[src/rtl/id_ex_stage_reg_if.sv]
// ID/EX boundary bundle: decoder/regfile outputs toward EX plus the registered EX view.
interface id_ex_stage_reg_if #(
  parameter int DATA_W = 32,
  parameter int REG_AW = 5
);
  logic              id_valid;
  logic              id_RegDst, id_ALUSrc, id_MemtoReg, id_RegWrite, id_MemRead;
  logic              id_MemWrite, id_Branch, id_Jump, id_ExtendSel;
  logic [1:0]        id_ALUOp;
  logic [DATA_W-1:0] id_rs_data, id_rt_data, id_imm, id_pc4;
  logic [REG_AW-1:0] id_rs, id_rt, id_rd;
  logic              flush;
  logic              stall_out;
  logic              ex_valid;
  logic              ex_RegDst, ex_ALUSrc, ex_MemtoReg, ex_RegWrite, ex_MemRead;
  logic              ex_MemWrite, ex_Branch, ex_Jump, ex_ExtendSel;
  logic [1:0]        ex_ALUOp;
  logic [DATA_W-1:0] ex_rs_data, ex_rt_data, ex_imm, ex_pc4;
  logic [REG_AW-1:0] ex_rs, ex_rt, ex_rd;
  logic [15:0]       bubble_cnt, flush_cnt;

  modport master (
    output id_valid, id_RegDst, id_ALUSrc, id_MemtoReg, id_RegWrite, id_MemRead,
           id_MemWrite, id_Branch, id_Jump, id_ExtendSel, id_ALUOp,
           id_rs_data, id_rt_data, id_imm, id_pc4, id_rs, id_rt, id_rd, flush,
    input  stall_out, ex_valid, ex_RegDst, ex_ALUSrc, ex_MemtoReg, ex_RegWrite, ex_MemRead,
           ex_MemWrite, ex_Branch, ex_Jump, ex_ExtendSel, ex_ALUOp,
           ex_rs_data, ex_rt_data, ex_imm, ex_pc4, ex_rs, ex_rt, ex_rd,
           bubble_cnt, flush_cnt
  );

  modport slave (
    input  id_valid, id_RegDst, id_ALUSrc, id_MemtoReg, id_RegWrite, id_MemRead,
           id_MemWrite, id_Branch, id_Jump, id_ExtendSel, id_ALUOp,
           id_rs_data, id_rt_data, id_imm, id_pc4, id_rs, id_rt, id_rd, flush,
    output stall_out, ex_valid, ex_RegDst, ex_ALUSrc, ex_MemtoReg, ex_RegWrite, ex_MemRead,
           ex_MemWrite, ex_Branch, ex_Jump, ex_ExtendSel, ex_ALUOp,
           ex_rs_data, ex_rt_data, ex_imm, ex_pc4, ex_rs, ex_rt, ex_rd,
           bubble_cnt, flush_cnt
  );
endinterface

[src/rtl/id_ex_stage_reg.sv]
// ID/EX pipeline register with load-use hazard bubble insertion and branch/jump flush.
module id_ex_stage_reg #(
  parameter int DATA_W = 32,
  parameter int REG_AW = 5
) (
  input  logic              clk,
  input  logic              rst,
  id_ex_stage_reg_if.slave  bus
);
  typedef struct packed {
    logic       reg_dst, alu_src, memto_reg, reg_write, mem_read;
    logic       mem_write, branch, jump, extend_sel;
    logic [1:0] alu_op;
  } ctrl_t;

  typedef struct packed {
    logic [DATA_W-1:0] rs_data, rt_data, imm, pc4;
    logic [REG_AW-1:0] rs, rt, rd;
  } ops_t;

  ctrl_t       ctrl_d, ctrl_q;
  ops_t        ops_d, ops_q;
  logic        valid_q;
  logic [15:0] bubble_q, flush_q;
  logic        uses_rt, hazard, live;

  // RegDst/MemtoReg are x from the decoder whenever nothing is written back.
  assign ctrl_d = '{
    reg_dst:    bus.id_RegDst & bus.id_RegWrite,
    alu_src:    bus.id_ALUSrc,
    memto_reg:  bus.id_MemtoReg & bus.id_RegWrite,
    reg_write:  bus.id_RegWrite,
    mem_read:   bus.id_MemRead,
    mem_write:  bus.id_MemWrite,
    branch:     bus.id_Branch,
    jump:       bus.id_Jump,
    extend_sel: bus.id_ExtendSel,
    alu_op:     bus.id_ALUOp
  };

  assign ops_d = '{
    rs_data: bus.id_rs_data, rt_data: bus.id_rt_data, imm: bus.id_imm, pc4: bus.id_pc4,
    rs: bus.id_rs, rt: bus.id_rt, rd: bus.id_rd
  };

  // A real opcode always does at least one of these; an all-x decode fails the test.
  assign live    = bus.id_valid & (bus.id_RegWrite | bus.id_MemWrite | bus.id_Branch | bus.id_Jump);
  assign uses_rt = bus.id_RegDst | bus.id_MemWrite | (bus.id_Branch & ~bus.id_Jump);
  assign hazard  = bus.id_valid & valid_q & ctrl_q.mem_read & (ops_q.rt != {REG_AW{1'b0}})
                 & ((ops_q.rt == bus.id_rs) | (uses_rt & (ops_q.rt == bus.id_rt)));
  assign bus.stall_out = hazard & ~bus.flush;

  always_ff @(posedge clk) begin
    if (rst) begin
      valid_q  <= 1'b0;
      ctrl_q   <= '0;
      ops_q    <= '0;
      bubble_q <= '0;
      flush_q  <= '0;
    end else begin
      ops_q <= ops_d;
      if (bus.flush) begin
        valid_q <= 1'b0;
        ctrl_q  <= '0;
        if (flush_q != 16'hFFFF) flush_q <= flush_q + 16'd1;
      end else if (hazard) begin
        valid_q <= 1'b0;
        ctrl_q  <= '0;
        if (bubble_q != 16'hFFFF) bubble_q <= bubble_q + 16'd1;
      end else if (live) begin
        valid_q <= 1'b1;
        ctrl_q  <= ctrl_d;
      end else begin
        valid_q <= 1'b0;
        ctrl_q  <= '0;
      end
    end
  end

  assign bus.ex_valid     = valid_q;
  assign bus.ex_RegDst    = ctrl_q.reg_dst;
  assign bus.ex_ALUSrc    = ctrl_q.alu_src;
  assign bus.ex_MemtoReg  = ctrl_q.memto_reg;
  assign bus.ex_RegWrite  = ctrl_q.reg_write;
  assign bus.ex_MemRead   = ctrl_q.mem_read;
  assign bus.ex_MemWrite  = ctrl_q.mem_write;
  assign bus.ex_Branch    = ctrl_q.branch;
  assign bus.ex_Jump      = ctrl_q.jump;
  assign bus.ex_ExtendSel = ctrl_q.extend_sel;
  assign bus.ex_ALUOp     = ctrl_q.alu_op;
  assign bus.ex_rs_data   = ops_q.rs_data;
  assign bus.ex_rt_data   = ops_q.rt_data;
  assign bus.ex_imm       = ops_q.imm;
  assign bus.ex_pc4       = ops_q.pc4;
  assign bus.ex_rs        = ops_q.rs;
  assign bus.ex_rt        = ops_q.rt;
  assign bus.ex_rd        = ops_q.rd;
  assign bus.bubble_cnt   = bubble_q;
  assign bus.flush_cnt    = flush_q;
endmodule

[src/flat_wrapper.sv]
// flat-port wrapper written by rule: the top's interface ports become plain ports
module id_ex_stage_reg_flat 
#(
  parameter int DATA_W = 32,
  parameter int REG_AW = 5
)
  (clk, rst, bus_id_valid, bus_id_RegDst, bus_id_ALUSrc, bus_id_MemtoReg, bus_id_RegWrite, bus_id_MemRead, bus_id_MemWrite, bus_id_Branch, bus_id_Jump, bus_id_ExtendSel, bus_id_ALUOp, bus_id_rs_data, bus_id_rt_data, bus_id_imm, bus_id_pc4, bus_id_rs, bus_id_rt, bus_id_rd, bus_flush, bus_stall_out, bus_ex_valid, bus_ex_RegDst, bus_ex_ALUSrc, bus_ex_MemtoReg, bus_ex_RegWrite, bus_ex_MemRead, bus_ex_MemWrite, bus_ex_Branch, bus_ex_Jump, bus_ex_ExtendSel, bus_ex_ALUOp, bus_ex_rs_data, bus_ex_rt_data, bus_ex_imm, bus_ex_pc4, bus_ex_rs, bus_ex_rt, bus_ex_rd, bus_bubble_cnt, bus_flush_cnt);
  id_ex_stage_reg_if #(.DATA_W(DATA_W), .REG_AW(REG_AW)) bus_i ();
  input  logic clk;
  input  logic rst;
  input wire logic [$bits(bus_i.id_valid)-1:0] bus_id_valid;
  input wire logic [$bits(bus_i.id_RegDst)-1:0] bus_id_RegDst;
  input wire logic [$bits(bus_i.id_ALUSrc)-1:0] bus_id_ALUSrc;
  input wire logic [$bits(bus_i.id_MemtoReg)-1:0] bus_id_MemtoReg;
  input wire logic [$bits(bus_i.id_RegWrite)-1:0] bus_id_RegWrite;
  input wire logic [$bits(bus_i.id_MemRead)-1:0] bus_id_MemRead;
  input wire logic [$bits(bus_i.id_MemWrite)-1:0] bus_id_MemWrite;
  input wire logic [$bits(bus_i.id_Branch)-1:0] bus_id_Branch;
  input wire logic [$bits(bus_i.id_Jump)-1:0] bus_id_Jump;
  input wire logic [$bits(bus_i.id_ExtendSel)-1:0] bus_id_ExtendSel;
  input wire logic [$bits(bus_i.id_ALUOp)-1:0] bus_id_ALUOp;
  input wire logic [$bits(bus_i.id_rs_data)-1:0] bus_id_rs_data;
  input wire logic [$bits(bus_i.id_rt_data)-1:0] bus_id_rt_data;
  input wire logic [$bits(bus_i.id_imm)-1:0] bus_id_imm;
  input wire logic [$bits(bus_i.id_pc4)-1:0] bus_id_pc4;
  input wire logic [$bits(bus_i.id_rs)-1:0] bus_id_rs;
  input wire logic [$bits(bus_i.id_rt)-1:0] bus_id_rt;
  input wire logic [$bits(bus_i.id_rd)-1:0] bus_id_rd;
  input wire logic [$bits(bus_i.flush)-1:0] bus_flush;
  output wire logic [$bits(bus_i.stall_out)-1:0] bus_stall_out;
  output wire logic [$bits(bus_i.ex_valid)-1:0] bus_ex_valid;
  output wire logic [$bits(bus_i.ex_RegDst)-1:0] bus_ex_RegDst;
  output wire logic [$bits(bus_i.ex_ALUSrc)-1:0] bus_ex_ALUSrc;
  output wire logic [$bits(bus_i.ex_MemtoReg)-1:0] bus_ex_MemtoReg;
  output wire logic [$bits(bus_i.ex_RegWrite)-1:0] bus_ex_RegWrite;
  output wire logic [$bits(bus_i.ex_MemRead)-1:0] bus_ex_MemRead;
  output wire logic [$bits(bus_i.ex_MemWrite)-1:0] bus_ex_MemWrite;
  output wire logic [$bits(bus_i.ex_Branch)-1:0] bus_ex_Branch;
  output wire logic [$bits(bus_i.ex_Jump)-1:0] bus_ex_Jump;
  output wire logic [$bits(bus_i.ex_ExtendSel)-1:0] bus_ex_ExtendSel;
  output wire logic [$bits(bus_i.ex_ALUOp)-1:0] bus_ex_ALUOp;
  output wire logic [$bits(bus_i.ex_rs_data)-1:0] bus_ex_rs_data;
  output wire logic [$bits(bus_i.ex_rt_data)-1:0] bus_ex_rt_data;
  output wire logic [$bits(bus_i.ex_imm)-1:0] bus_ex_imm;
  output wire logic [$bits(bus_i.ex_pc4)-1:0] bus_ex_pc4;
  output wire logic [$bits(bus_i.ex_rs)-1:0] bus_ex_rs;
  output wire logic [$bits(bus_i.ex_rt)-1:0] bus_ex_rt;
  output wire logic [$bits(bus_i.ex_rd)-1:0] bus_ex_rd;
  output wire logic [$bits(bus_i.bubble_cnt)-1:0] bus_bubble_cnt;
  output wire logic [$bits(bus_i.flush_cnt)-1:0] bus_flush_cnt;
  assign bus_i.id_valid = bus_id_valid;
  assign bus_i.id_RegDst = bus_id_RegDst;
  assign bus_i.id_ALUSrc = bus_id_ALUSrc;
  assign bus_i.id_MemtoReg = bus_id_MemtoReg;
  assign bus_i.id_RegWrite = bus_id_RegWrite;
  assign bus_i.id_MemRead = bus_id_MemRead;
  assign bus_i.id_MemWrite = bus_id_MemWrite;
  assign bus_i.id_Branch = bus_id_Branch;
  assign bus_i.id_Jump = bus_id_Jump;
  assign bus_i.id_ExtendSel = bus_id_ExtendSel;
  assign bus_i.id_ALUOp = bus_id_ALUOp;
  assign bus_i.id_rs_data = bus_id_rs_data;
  assign bus_i.id_rt_data = bus_id_rt_data;
  assign bus_i.id_imm = bus_id_imm;
  assign bus_i.id_pc4 = bus_id_pc4;
  assign bus_i.id_rs = bus_id_rs;
  assign bus_i.id_rt = bus_id_rt;
  assign bus_i.id_rd = bus_id_rd;
  assign bus_i.flush = bus_flush;
  assign bus_stall_out = bus_i.stall_out;
  assign bus_ex_valid = bus_i.ex_valid;
  assign bus_ex_RegDst = bus_i.ex_RegDst;
  assign bus_ex_ALUSrc = bus_i.ex_ALUSrc;
  assign bus_ex_MemtoReg = bus_i.ex_MemtoReg;
  assign bus_ex_RegWrite = bus_i.ex_RegWrite;
  assign bus_ex_MemRead = bus_i.ex_MemRead;
  assign bus_ex_MemWrite = bus_i.ex_MemWrite;
  assign bus_ex_Branch = bus_i.ex_Branch;
  assign bus_ex_Jump = bus_i.ex_Jump;
  assign bus_ex_ExtendSel = bus_i.ex_ExtendSel;
  assign bus_ex_ALUOp = bus_i.ex_ALUOp;
  assign bus_ex_rs_data = bus_i.ex_rs_data;
  assign bus_ex_rt_data = bus_i.ex_rt_data;
  assign bus_ex_imm = bus_i.ex_imm;
  assign bus_ex_pc4 = bus_i.ex_pc4;
  assign bus_ex_rs = bus_i.ex_rs;
  assign bus_ex_rt = bus_i.ex_rt;
  assign bus_ex_rd = bus_i.ex_rd;
  assign bus_bubble_cnt = bus_i.bubble_cnt;
  assign bus_flush_cnt = bus_i.flush_cnt;
  id_ex_stage_reg #(.DATA_W(DATA_W), .REG_AW(REG_AW)) u_core (.clk(clk), .rst(rst), .bus(bus_i));
endmodule
[config.mk]
export PLATFORM = sky130hd
export DESIGN_NAME = id_ex_stage_reg_flat
export DESIGN_NICKNAME = d
export VERILOG_FILES = /design/src/rtl/id_ex_stage_reg_if.sv /design/src/rtl/id_ex_stage_reg.sv /design/src/flat_wrapper.sv
export SDC_FILE = /design/constraint.sdc
export NUM_CORES = 1
export LEC_CHECK = 0
export BUFFER_PORTS_ARGS = -buffer_cell sky130_fd_sc_hd__buf_2
export CAP_MARGIN = 25
export CELL_PAD_IN_SITES_DETAIL_PLACEMENT = 2
export CELL_PAD_IN_SITES_GLOBAL_PLACEMENT = 2
export CORE_MARGIN = 10
export CORE_UTILIZATION = 25
export DETAILED_ROUTE_END_ITERATION = 12
export PLACE_DENSITY_LB_ADDON = 0.1
export SLEW_MARGIN = 30
export SYNTH_ARGS = -nofsm -noshare
export SYNTH_HDL_FRONTEND = slang
export SYNTH_SLANG_ARGS = --single-unit
[constraint.sdc]
create_clock -name clk -period 2.26 [get_ports clk]
set_clock_uncertainty 0.15 [all_clocks]
set_input_delay 0.113 -clock clk [delete_from_list [all_inputs] [get_ports clk]]
set_output_delay 0.113 -clock clk [all_outputs]
set_load 0.05 [all_outputs]
; ---- Yosys cells after proc, flatten, opt, wreduce, memory -nomap -nowiden
; Index checks and enable logic that the tools add are counted.
[totals]
input_bits = 158
wordCells = 51
register_bits = 187
[classes]
bitwise = 19
n_mux = 1
n_addsub = 2
n_eq_ne = 4
reduce_logical = 5
[op_table]
columns = op, n
row1 = "adder 16 x 1 -> 16 bit, second input constant", 2
row2 = "!= test 16 bit, second input constant", 2
row3 = AND 1 bit, 10
row4 = equality test 5 bit, 2
row5 = OR 1 bit, 6
row6 = nonzero test 5 bit, 1
row7 = OR reduction 4 bit, 1
row8 = inverter 1 bit, 3
row9 = AND reduction 3 bit, 1
row10 = OR reduction 3 bit, 1
row11 = AND reduction 2 bit, 1
row12 = two-way mux 1 bit, 1

; ---- Logic depth before layout (Yosys ltp)
; Gate-level depths: netlist of the first run.
[logic_depth]
word_depth = 7
depth_mapped = 7
ltp_nobuf = 6

; ---- Worst setup path before layout of the first run
; No wires, ideal clock.
[synth_path]
path_type = flip-flop to output port
start = register u_core.ops_q, in the netlist u_core.bus.ex_rt[3]
end = output port bus_stall_out
path_stages_with_launch = 6
arrival_ns = 2.931
path_slack_ns = -0.934
required_ns = 1.997
cell_sequence = dfxtp_1 -> xor2_1 -> nor4_2 -> a22oi_2 -> buf_2 -> nor4_1
[synth_between]
elab_chain_cells = 5
word_cells_on_any_way = 8
cone_classes = eq/ne: 2 / bitwise: 5 / reduce/logical: 1
[synth_lines]
columns = item, line_no
row1 = start: declaration, id_ex_stage_reg.sv:22  ; ops_t ops_d, ops_q;
row2 = start signal: assignment, id_ex_stage_reg.sv:61  ; ops_q <= ops_d;
row3 = equality test 5 bit, id_ex_stage_reg.sv:50  ; & ((ops_q.rt == bus.id_rs) | (uses_rt & (ops_q.rt == bus.id_rt)));
row4 = AND 1 bit, id_ex_stage_reg.sv:50
row5 = OR 1 bit, id_ex_stage_reg.sv:50
row6 = AND 1 bit (*), id_ex_stage_reg.sv:50
row7 = AND 1 bit (*), id_ex_stage_reg.sv:51  ; assign bus.stall_out = hazard & ~bus.flush;
row8 = end: declaration, flat_wrapper.sv:30  ; output wire logic [$bits(bus_i.stall_out)-1:0] bus_stall_out;
; Mark *: on every way between the ends. The rest lies on a longest branch, timed or not.

; ---- Worst setup path after layout of the first run
[layout_path]
start = input port bus_id_rt[0]
end = register u_core.bubble_q[2] (netlist: u_core.bus.bubble_cnt[2])
[layout_between]
elab_chain_cells = 5
[layout_lines]
columns = item, line_no
row1 = start: declaration, flat_wrapper.sv:27  ; input wire logic [$bits(bus_i.id_rt)-1:0] bus_id_rt;
row2 = equality test 5 bit, id_ex_stage_reg.sv:50
row3 = AND 1 bit, id_ex_stage_reg.sv:50
row4 = OR 1 bit, id_ex_stage_reg.sv:50
row5 = AND 1 bit, id_ex_stage_reg.sv:50
row6 = AND reduction 3 bit (no line), --
row7 = end signal: assignment, id_ex_stage_reg.sv:69  ; if (bubble_q != 16'hFFFF) bubble_q <= bubble_q + 16'd1;
row8 = end: declaration, id_ex_stage_reg.sv:24  ; logic [15:0] bubble_q, flush_q;
; No other way between the ends.
; A chain may end at the register's enable or synchronous reset.

==> results of run 1 <==
repair_timing:
| item | 4_1_cts | 5_1_grt |
|---|---|---|
| pin swaps | 1 | 7 |
| setup endpoints to repair | 18 | 14 |
| buffers inserted | 2 | 1 |
| hold buffers | 182 | 0 |
| hold endpoints to repair | 165 | 0 |
| gates resized for setup | 5 | 16 |
power groups by stage:
stage          sequential (mW)  clock, mW  combinational (mW)
2_1_floorplan             4.07          0               0.180
3_3_place_gp              3.55          0                1.05
3_5_place_dp              3.56          0                1.07
4_1_cts                   3.49       3.06                1.33
5_1_grt                   3.51       3.21                1.43
6_report                  3.50       2.97                1.36
kinds of logic after synthesis:
group,after synthesis
XOR/XNOR,21
AO/OA/AOI/OAI,34
AND/OR/NAND/NOR,276
flip-flops,187
multiplexers,8
buffers and inverters,29
adder cells (fa/ha/maj),2
worst min-delay path: cells and delay by family:
kind | cells | cell delay (ns)
AOI/OAI and AO/OA | 1 | 0.05
and+or+nand+nor | 1 | 0.11
buffers and inverters | 2 | 0.34
metrics by stage:
step	area, µm²	utilization	hold slack [ns]	total power, mW
after global routing	10800	0.455	0.0961	8.15
after floorplan	6080	-	0.0847	4.25
after global placement	8240	0.348	0.169	4.60
after detailed placement	8250	0.349	0.179	4.63
final	10800	0.455	0.0769	7.83
after CTS	10700	0.451	0.0656	7.87
cell type report:
type | count | share of cell area
clock inverter | 15 | 0.0142
tap | 319 | 0.0371
multi-input combinational | 341 | 0.212
timing repair buffer | 549 | 0.347
clock buffer | 17 | 0.0395
inverter | 3 | 0.00105
sequential | 187 | 0.349
routing by layer:
metal	up-vias	track usage	share of wire	wire [µm]
met5	-	0	0	0
met4	0	0.0445	0.014	414
met3	24	0.0791	0.081	2430
met2	187	0.373	0.56	16900
met1	2991	0.173	0.34	10300
li1	2927	-	-	-
path summary, 6_finish.rpt:
check        slack (ns)               startpoint                        to  cells past startpoint
max reg2reg        0.04      u_core.bus.ex_rt[0]  u_core.bus.bubble_cnt[2]                      7
max                0.02             bus_id_rt[0]  u_core.bus.bubble_cnt[2]                      9
min                0.08                bus_flush   u_core.bus.flush_cnt[1]                      4
min reg2reg        0.34  u_core.bus.flush_cnt[1]   u_core.bus.flush_cnt[1]                      2
synthesized netlist by cell type (all sizes together), types with 4 or more instances:
cell and instances:
xnor2 7, or3 4, dfxtp 187, nand4 15, nor4 12, clkbuf 22
nand2 12, nor2b 149, buf 4, a21oi 13, nor2 26, and3 11
nand3 15, or4 5, and4 5, mux2 6, xor2 14, o21ai 7
and2 8
state kept, by name (all words and copies together), names as in the netlist, 2 cells and up:
| signal | count |
|---|---|
| u_core.bus.ex_imm | 32 |
| u_core.bus.ex_pc4 | 32 |
| u_core.bus.ex_rs_data | 32 |
| u_core.bus.ex_rt_data | 32 |
| u_core.bus.bubble_cnt | 16 |
| u_core.bus.flush_cnt | 16 |
| u_core.bus.ex_rd | 5 |
| u_core.bus.ex_rs | 5 |
| u_core.bus.ex_rt | 5 |
| u_core.bus.ex_ALUOp | 2 |
==> impl_metrics.csv, run 1 <==
group,metric,value,unit
clock_tree,numCtsBuffers,17,
place,post-place-ws,-0.100,ns
timing,relSlewSlack,0.622,
logic_synthesis,synth_edf_count,0,
logic_synthesis,synthMuxAreaShare,0.0145,
grt,overflow,0,
power,p_seq_frac,0.447,
finish,final_common_cell,"buf_2",
power,irDropWorstVdd,414,µV
grt,antenna_found_initial,0,
timing,finalMaxSlewViolations,0,
clock_tree,ctsRootBufferMaster,"clkbuf_16",
logic_synthesis,ys_top_cells_by_area,"dfxtp_1 62%, nor2b_1 15%, xor2_1 2.0%",
worst_setup_path,worstPathMaxFanout,10,
drt,vias_per_cell,4.28,
timing,min_period,2.24,ns
power,intPower,5.42,mW
drt,post_drt_wl_per_cell,21.0,µm
worst_setup_path,critPathSlowestCell,"dlygate4sd3_1",
logic_synthesis,yosysUniqueCellTypes,46,
finish,seq_area,0.00376,mm²
power,switching_share,0.308,
worst_setup_path,startpoint_type,"primary input",
logic_synthesis,synth-adder-area-share,0.00413,
worst_setup_path,crit_required,2.42,ns
logic_synthesis,synthFlopType,"dfxtp_1",
drt,ant_nets,0,
place,hpwl,19500,µm
logic_synthesis,synth_area,0.00606,mm²
clock_tree,cts_buffer_depth,2,
timing,fin_ws,0.0167,ns
worst_setup_path,path_class,"primary input to flop",
die,die_height,176,µm
place,place.gp.congestion,0.797,
timing,fmax,446,MHz
worst_setup_path,critPathBufInv,4,
die,coreArea,0.0237,mm²
logic_synthesis,yosys_warnings,0,
die,initial_core_util,0.256,
place,io_buffers,345,
finish,layout-drive-gt1-share,0.390,
grt,grt_usage,0.189,
die,io_pins,346,
timing,tns,0,ns
logic_synthesis,netlist.area_leader.share,0.618,
logic_synthesis,synth_simple_gate_area_share,0.278,
clock_tree,htreeDepth,4,
logic_synthesis,synth_top_family_by_area,"simple AND/OR/NAND/NOR gates",
worst_setup_path,crit_chain,"dlygate4sd3_1 > buf_2 > xor2_2 > nor4_2 > a22oi_2 > buf_4 > buf_6 > nor4b_2 > mux2_2",
worst_setup_path,critPathCaptureType,"flop",
clock_tree,path_clk_slew,0.08,ns
hold_path,hp-class,"primary input to flop",
drt,wl,30100,µm
finish,layout_common_cells,"343 x buf_2, 182 x dlygate4sd3_1, 179 x dfxtp_1",
logic_synthesis,yosysTopAreaCell,"dfxtp_1",
timing,setup_viol,0,
die,rows,56,
grt,grt_pass1_wl,45000,µm
grt,grt_pass1_vias,7353,
power,switching_power,2.41,mW
logic_synthesis,ys_async_sr_fraction,0,
power,clockPowerShare,0.380,
clock_tree,cts_num_sinks,187,
job,cap_violations,0,
power,p_leak,5.02,nW
drt,drt_iter0_markers,199,
power,power_density,727,mW/mm²
timing,worstMarginPinSlew,0.568,ns
grt,grt_max_degree,69,
finish,multiInputGateArea,0.00229,mm²
finish,antenna_cells,0,
drt,num_vias,6129,
logic_synthesis,ys_seq_elements,187,
logic_synthesis,syn_nets,717,
timing,fin_crit_sh,0.993,
worst_setup_path,cp_slowest_stage_delay,0.56,ns
drt,firstDrtPassIters,4,
logic_synthesis,synth_cells,557,
outcome,status,"complete, no violations",
finish,n_fill_cell,2554,
logic_synthesis,ys_seq_area_frac,0.618,
finish,fin_cells,1431,
clock_tree,insertion_delay,0.43,ns
logic_synthesis,synth_xor_area_frac,0.0304,
timing,hold_viol,0,
place,dp.cells,1214,
die,die_w,176,µm
timing,rsz0062_at_grt,"true",
clock_tree,cts_tree,"yes",
worst_setup_path,path_delay_family,"buffers and inverters",
logic_synthesis,avgSynthCellArea,10.9,µm²
logic_synthesis,synth-compound-area-share,0.0357,
finish,area_growth,77.7,%
power,p_comb_frac,0.173,
worst_setup_path,crit_arrival,2.40,ns
finish,finalNetCount,1259,
drt,drcViolationCount,0,
die,die_area,0.0309,mm²
Note: power is estimated with default switching activity, not from simulation.
==> run 2: changes to the inputs <==
--- a/constraint.sdc
+++ b/constraint.sdc
@@ -3,3 +3,3 @@
 set_input_delay 0.113 -clock clk [delete_from_list [all_inputs] [get_ports clk]]
 set_output_delay 0.113 -clock clk [all_outputs]
-set_load 0.05 [all_outputs]
+set_load 0.1 [all_outputs]
==> run 2 against run 1 <==
The run now ends with setup timing left. Worst setup slack got worse by 0.062 ns. Critical path depth decreased by 3. Cell count fell by 2.0%. Via count grew 0.36%. Power rose by 8.0%. Sequential power about the same. Final area shrank 1.2%. Worst hold slack better by 0.018 ns. Highest routed layer unchanged.
==> impl_metrics.csv, run 2 (same netlist as run 1, synthesis figures left out) <==
group,metric,value,unit
place,io_buffers,345,
die,coreArea,0.0237,mm²
timing,finalMaxSlewViolations,0,
drt,drcViolationCount,0,
drt,route.met3.wl,2700,µm
drt,m1WireLength,11000,µm
clock_tree,path_clk_slew,0.07,ns
finish,multiInputGateArea,0.00235,mm²
clock_tree,ctsRootBufferMaster,"clkbuf_16",
worst_setup_path,path_delay_family,"simple AND/OR/NAND/NOR gates",
drt,firstDrtPassIters,4,
timing,fin_crit_sh,1.02,
drt,post_drt_wl_per_cell,23.5,µm
worst_setup_path,critPathSlowestCell,"dfxtp_4",
finish,seq_area,0.00381,mm²
clock_tree,htreeDepth,4,
grt,antenna_found_initial,4,
die,initial_core_util,0.256,
clock_tree,cts_tree,"yes",
finish,fin_area,0.0106,mm²
grt,grt_pass1_wl,47100,µm
finish,final_common_cell,"buf_2",
job,cap_violations,0,
finish,layout_common_cells,"343 x buf_2, 155 x dlygate4sd3_1, 150 x dfxtp_1",
worst_setup_path,critPathCaptureType,"output port",
die,die_height,176,µm
finish,utilization,0.449,
clock_tree,cts_num_sinks,187,
finish,finalNetCount,1225,
die,die_w,176,µm
drt,vias_per_cell,4.39,
timing,worstMarginPinSlew,0.805,ns
finish,area_growth,75.6,%
grt,grt_pass1_vias,7429,
hold_path,hp-class,"primary input to flop",
worst_setup_path,startpoint_type,"flop",
timing,fin_ws,-0.0455,ns
power,irDropWorstVdd,421,µV
place,place_area,0.00828,mm²
drt,num_vias,6151,
drt,ant_nets,0,
clock_tree,numCtsBuffers,17,
drt,wl,32900,µm
power,power_density,794,mW/mm²
power,p_leak,4.91,nW
die,io_pins,346,
drt,drt_iter0_markers,297,
worst_setup_path,crit_chain,"xor2_2 > nor4_4 > a22oi_2 > buf_12 > nor4_4 > buf_12",
finish,n_fill_cell,2546,
outcome,violations,"setup timing",
worst_setup_path,path_class,"flop to output port",
worst_setup_path,crit_arrival,2.04,ns
outcome,status,"complete, but fails checks",
grt,overflow,0,
worst_setup_path,cp_slowest_stage_delay,0.35,ns
timing,relSlewSlack,0.463,
clock_tree,cts_buffer_depth,2,
timing,min_period,2.31,ns
drt,highest_layer,"met4",
clock_tree,insertion_delay,0.42,ns
timing,setup_viol,1,
finish,layout-drive-gt1-share,0.425,
grt,grt_max_degree,104,
worst_setup_path,crit_required,2.00,ns
timing,fmax,434,MHz
die,die_area,0.0309,mm²
grt,grt_usage,0.202,
timing,rsz0062_at_grt,"true",
place,place.gp.congestion,0.770,
drt,wl_met2,18500,µm
die,rows,56,
worst_setup_path,critPathBufInv,2,
place,hpwl,20700,µm
worst_setup_path,worstPathMaxFanout,2,
timing,hold_viol,0,
-- run 2: changes by cell type in the layout (fill, tap and decap cells not counted), moves of 3 or more --
cell           previous run  this run
buf_12                    0         3
buf_4                    20        11
buf_6                     4         1
clkinv_4                  1         4
dfxtp_1                 179       150
dfxtp_2                   7        27
dfxtp_4                   1        10
diode_2                   0         5
dlygate4sd3_1           182       155
inv_6                     5         2
nor4_2                    4         1
nor4_4                    3         6
-- run 2: tightest hold or removal path, cell delays in order --
cell and delay (ns):
buf_2 0.11, buf_4 0.22, nand3_1 0.12, a21oi_1 0.05
-- run 2: power breakdown --
group	switching, mW	total [mW]	internal (mW)
Combinational	1.44	1.92	0.479
Sequential	0.0606	3.49	3.43
Clock	1.49	3.04	1.55
-- run 2: layout make-up --
class / count / share of cell area
antenna: 5 / 0.00118
tap: 319 / 0.0375
clock inverter: 13 / 0.0138
inverter: 3 / 0.00106
timing repair buffer: 514 / 0.325
sequential: 187 / 0.359
clock buffer: 19 / 0.0427
multi-input combinational: 342 / 0.221
-- run 2: path summary, 6_finish.rpt --
kind	slack [ns]	startpoint	end	cells past startpoint
worst min-delay path	0.1	bus_flush	u_core.bus.flush_cnt[1]	4
worst min register to register	0.35	u_core.bus.flush_cnt[1]	u_core.bus.flush_cnt[1]	2
worst max register to register	0	u_core.bus.ex_rt[3]	u_core.bus.bubble_cnt[5]	7
worst max-delay path	-0.05	u_core.bus.ex_rt[3]	bus_stall_out	6
-- run 2: stage by stage --
stage          worst slack [ns]  power (mW)  hold WS (ns)  instances  TNS [ns]
6_report                -0.0455        8.45        0.0953       1402   -0.0455
5_1_grt                  -0.175        8.79         0.106       1402    -0.991
4_1_cts                  -0.125        8.46        0.0568       1395    -0.280
3_5_place_dp             0.0631        5.18         0.179       1204         0
3_3_place_gp             0.0908        5.15         0.170       1204         0
2_1_floorplan            -0.374        4.79        0.0847        557    -0.374
-- run 2: per-layer routing --
metal	global-route usage	vias up
met5	0	-
met4	0.0593	0
met3	0.0836	34
met2	0.391	216
met1	0.187	3024
li1	-	2877
-- run 2: repair_timing --
item	4_1_cts	5_1_grt
endpoints found under the setup margin	1	23
gates cloned	1	1
resized for setup	4	19
pin swaps	6	7
setup buffers	3	1
hold buffers	155	0
hold endpoints to repair	158	0
==> run 3: changes to the inputs <==
PLACE_DENSITY_LB_ADDON = 0.3   (was 0.1)
==> run 3 against run 2 <==
The flow now finishes without violations. Critical path depth up 1. Via count down 0.88%. Cell count up 0.43%. Register-to-register slack better by 0.09 ns. Worst hold slack worse by 0.049 ns. Wire length down 3.6%. Flip-flop and latch count unchanged. Largest power group unchanged.
==> impl_metrics.csv, run 3 (same netlist as run 1, synthesis figures left out) <==
group,metric,value,unit
drt,ant_nets,0,
worst_setup_path,worstPathMaxFanout,2,
finish,utilization,0.447,
timing,worstMarginPinSlew,0.579,ns
grt,grt_max_degree,88,
drt,vias_per_cell,4.33,
timing,relSlewSlack,0.617,
power,irDropWorstVdd,550,µV
worst_setup_path,path_class,"primary input to output port",
die,die_w,176,µm
hold_path,hold_path_depth,4,
finish,seq_area,0.00381,mm²
finish,multiInputGateArea,0.00226,mm²
grt,grt_pass1_vias,7231,
drt,wl,31700,µm
timing,setup_viol,0,
clock_tree,cts_tree,"yes",
clock_tree,ctsRootBufferMaster,"clkbuf_16",
power,intPower,5.46,mW
grt,overflow,0,
timing,hold_viol,0,
power,clockPowerShare,0.365,
grt,grt_pass1_wl,46700,µm
worst_setup_path,crit_chain,"dlygate4sd3_1 > buf_2 > xor2_2 > nor4_2 > a22oi_2 > nor4_4 > buf_12",
power,p_leak,4.89,nW
hold_path,hp-class,"primary input to flop",
clock_tree,htreeDepth,4,
clock_tree,numCtsBuffers,17,
finish,finalNetCount,1231,
finish,n_fill_cell,2555,
timing,tns,0,ns
drt,drcViolationCount,0,
outcome,status,"complete, no violations",
clock_tree,cts_buffer_depth,2,
place,place.gp.congestion,0.721,
clock_tree,cts_num_sinks,187,
place,post-place-ws,-0.0598,ns
finish,area_growth,74.8,%
power,switching_power,3.01,mW
worst_setup_path,rr_worst_depth,6,
die,coreArea,0.0237,mm²
die,die_area,0.0309,mm²
finish,final_common_cell,"buf_2",
place,io_buffers,345,
power,p_seq_frac,0.413,
finish,layout-drive-gt1-share,0.411,
worst_setup_path,critPathCaptureType,"output port",
worst_setup_path,cp_slowest_stage_delay,0.55,ns
timing,fmax,452,MHz
die,io_pins,346,
job,cap_violations,0,
drt,firstDrtPassIters,5,
worst_setup_path,crit_arrival,1.95,ns
grt,grt_usage,0.201,
finish,fin_area,0.0106,mm²
clock_tree,insertion_delay,0.43,ns
timing,hold_ws,0.0464,ns
worst_setup_path,startpoint_type,"primary input",
drt,num_vias,6097,
place,place_area,0.00827,mm²
die,die_height,176,µm
power,p_comb_frac,0.223,
timing,fin_crit_sh,0.979,
drt,post_drt_wl_per_cell,22.5,µm
finish,layout_common_cells,"342 x buf_2, 165 x dlygate4sd3_1, 150 x dfxtp_1",
timing,min_period,2.21,ns
place,hpwl,19500,µm
clock_tree,path_clk_slew,0.07,ns
worst_setup_path,crit_required,2.00,ns
timing,finalMaxSlewViolations,0,
power,switching_share,0.355,
power,power_density,800,mW/mm²
die,initial_core_util,0.256,
grt,antenna_found_initial,5,
drt,drt_iter0_markers,242,
die,rows,56,
worst_setup_path,critPathSlowestCell,"dlygate4sd3_1",
timing,fin_ws,0.0471,ns
-- run 3: cell types whose count changed in the layout (fill, tap and decap cells not counted), moves of 2 or more --
cell	change
or3_4	-3
a21oi_1	+4
dlygate4sd3_1	+10
inv_6	+2
o31a_1	-2
or3_1	+3
nor4_4	-3
nor4_2	+2
a21oi_2	-4
-- run 3: cell type report --
class / count / area share
antenna: 5 / 0.00118
clock buffer: 19 / 0.0429
clock inverter: 13 / 0.0136
inverter: 3 / 0.00106
multi-input combinational: 341 / 0.213
sequential: 187 / 0.360
tap: 319 / 0.0377
timing repair buffer: 521 / 0.330
-- run 3: power groups by stage --
stage | logic, mW | clock network, mW | registers (mW)
finish | 1.88 | 3.09 | 3.49
global route | 1.96 | 3.33 | 3.51
CTS | 1.85 | 3.15 | 3.48
detailed placement | 1.61 | 0 | 3.55
global placement | 1.59 | 0 | 3.54
floorplan | 0.181 | 0 | 4.61
-- run 3: metal layers --
layer / vias to the layer above / wire length [µm] / share of wire / global-route usage
met3: 29 / 2920 / 0.092 / 0.0926
li1: 2881 / - / - / -
met4: 0 / 570 / 0.018 / 0.0600
met1: 2968 / 11000 / 0.35 / 0.188
met5: - / 0 / 0 / 0
met2: 219 / 17200 / 0.54 / 0.379
-- run 3: per-stage QoR --
step / std cells / total power, mW
floorplan: 557 / 4.79
detailed placement: 1205 / 5.16
global placement: 1205 / 5.14
CTS: 1403 / 8.47
finish: 1408 / 8.47
global route: 1407 / 8.79
-- run 3: critical path: cells and delay by family --
family	cells	cell delay, ns
buf+inv	3	0.91
simple gates	2	0.59
xor+xnor	1	0.17
compound gates	1	0.16
-- run 3: worst paths after layout --
check | to | slack, ns | from
worst max-delay path | bus_stall_out | 0.05 | bus_id_rt[0]
worst min-delay path | u_core.bus.flush_cnt[1] | 0.05 | bus_flush
worst max register to register | u_core.bus.bubble_cnt[2] | 0.09 | u_core.bus.ex_rt[3]
worst min register to register | u_core.bus.flush_cnt[1] | 0.36 | u_core.bus.flush_cnt[1]
-- run 3: timing repair --
action                     4_1_cts  5_1_grt
hold endpoints to repair       175        0
pin swaps                        2        5
resized for setup                1        8
setup endpoints to repair       16        9
buffers inserted                 1        2
cloned                           0        0
hold buffers                   165        0
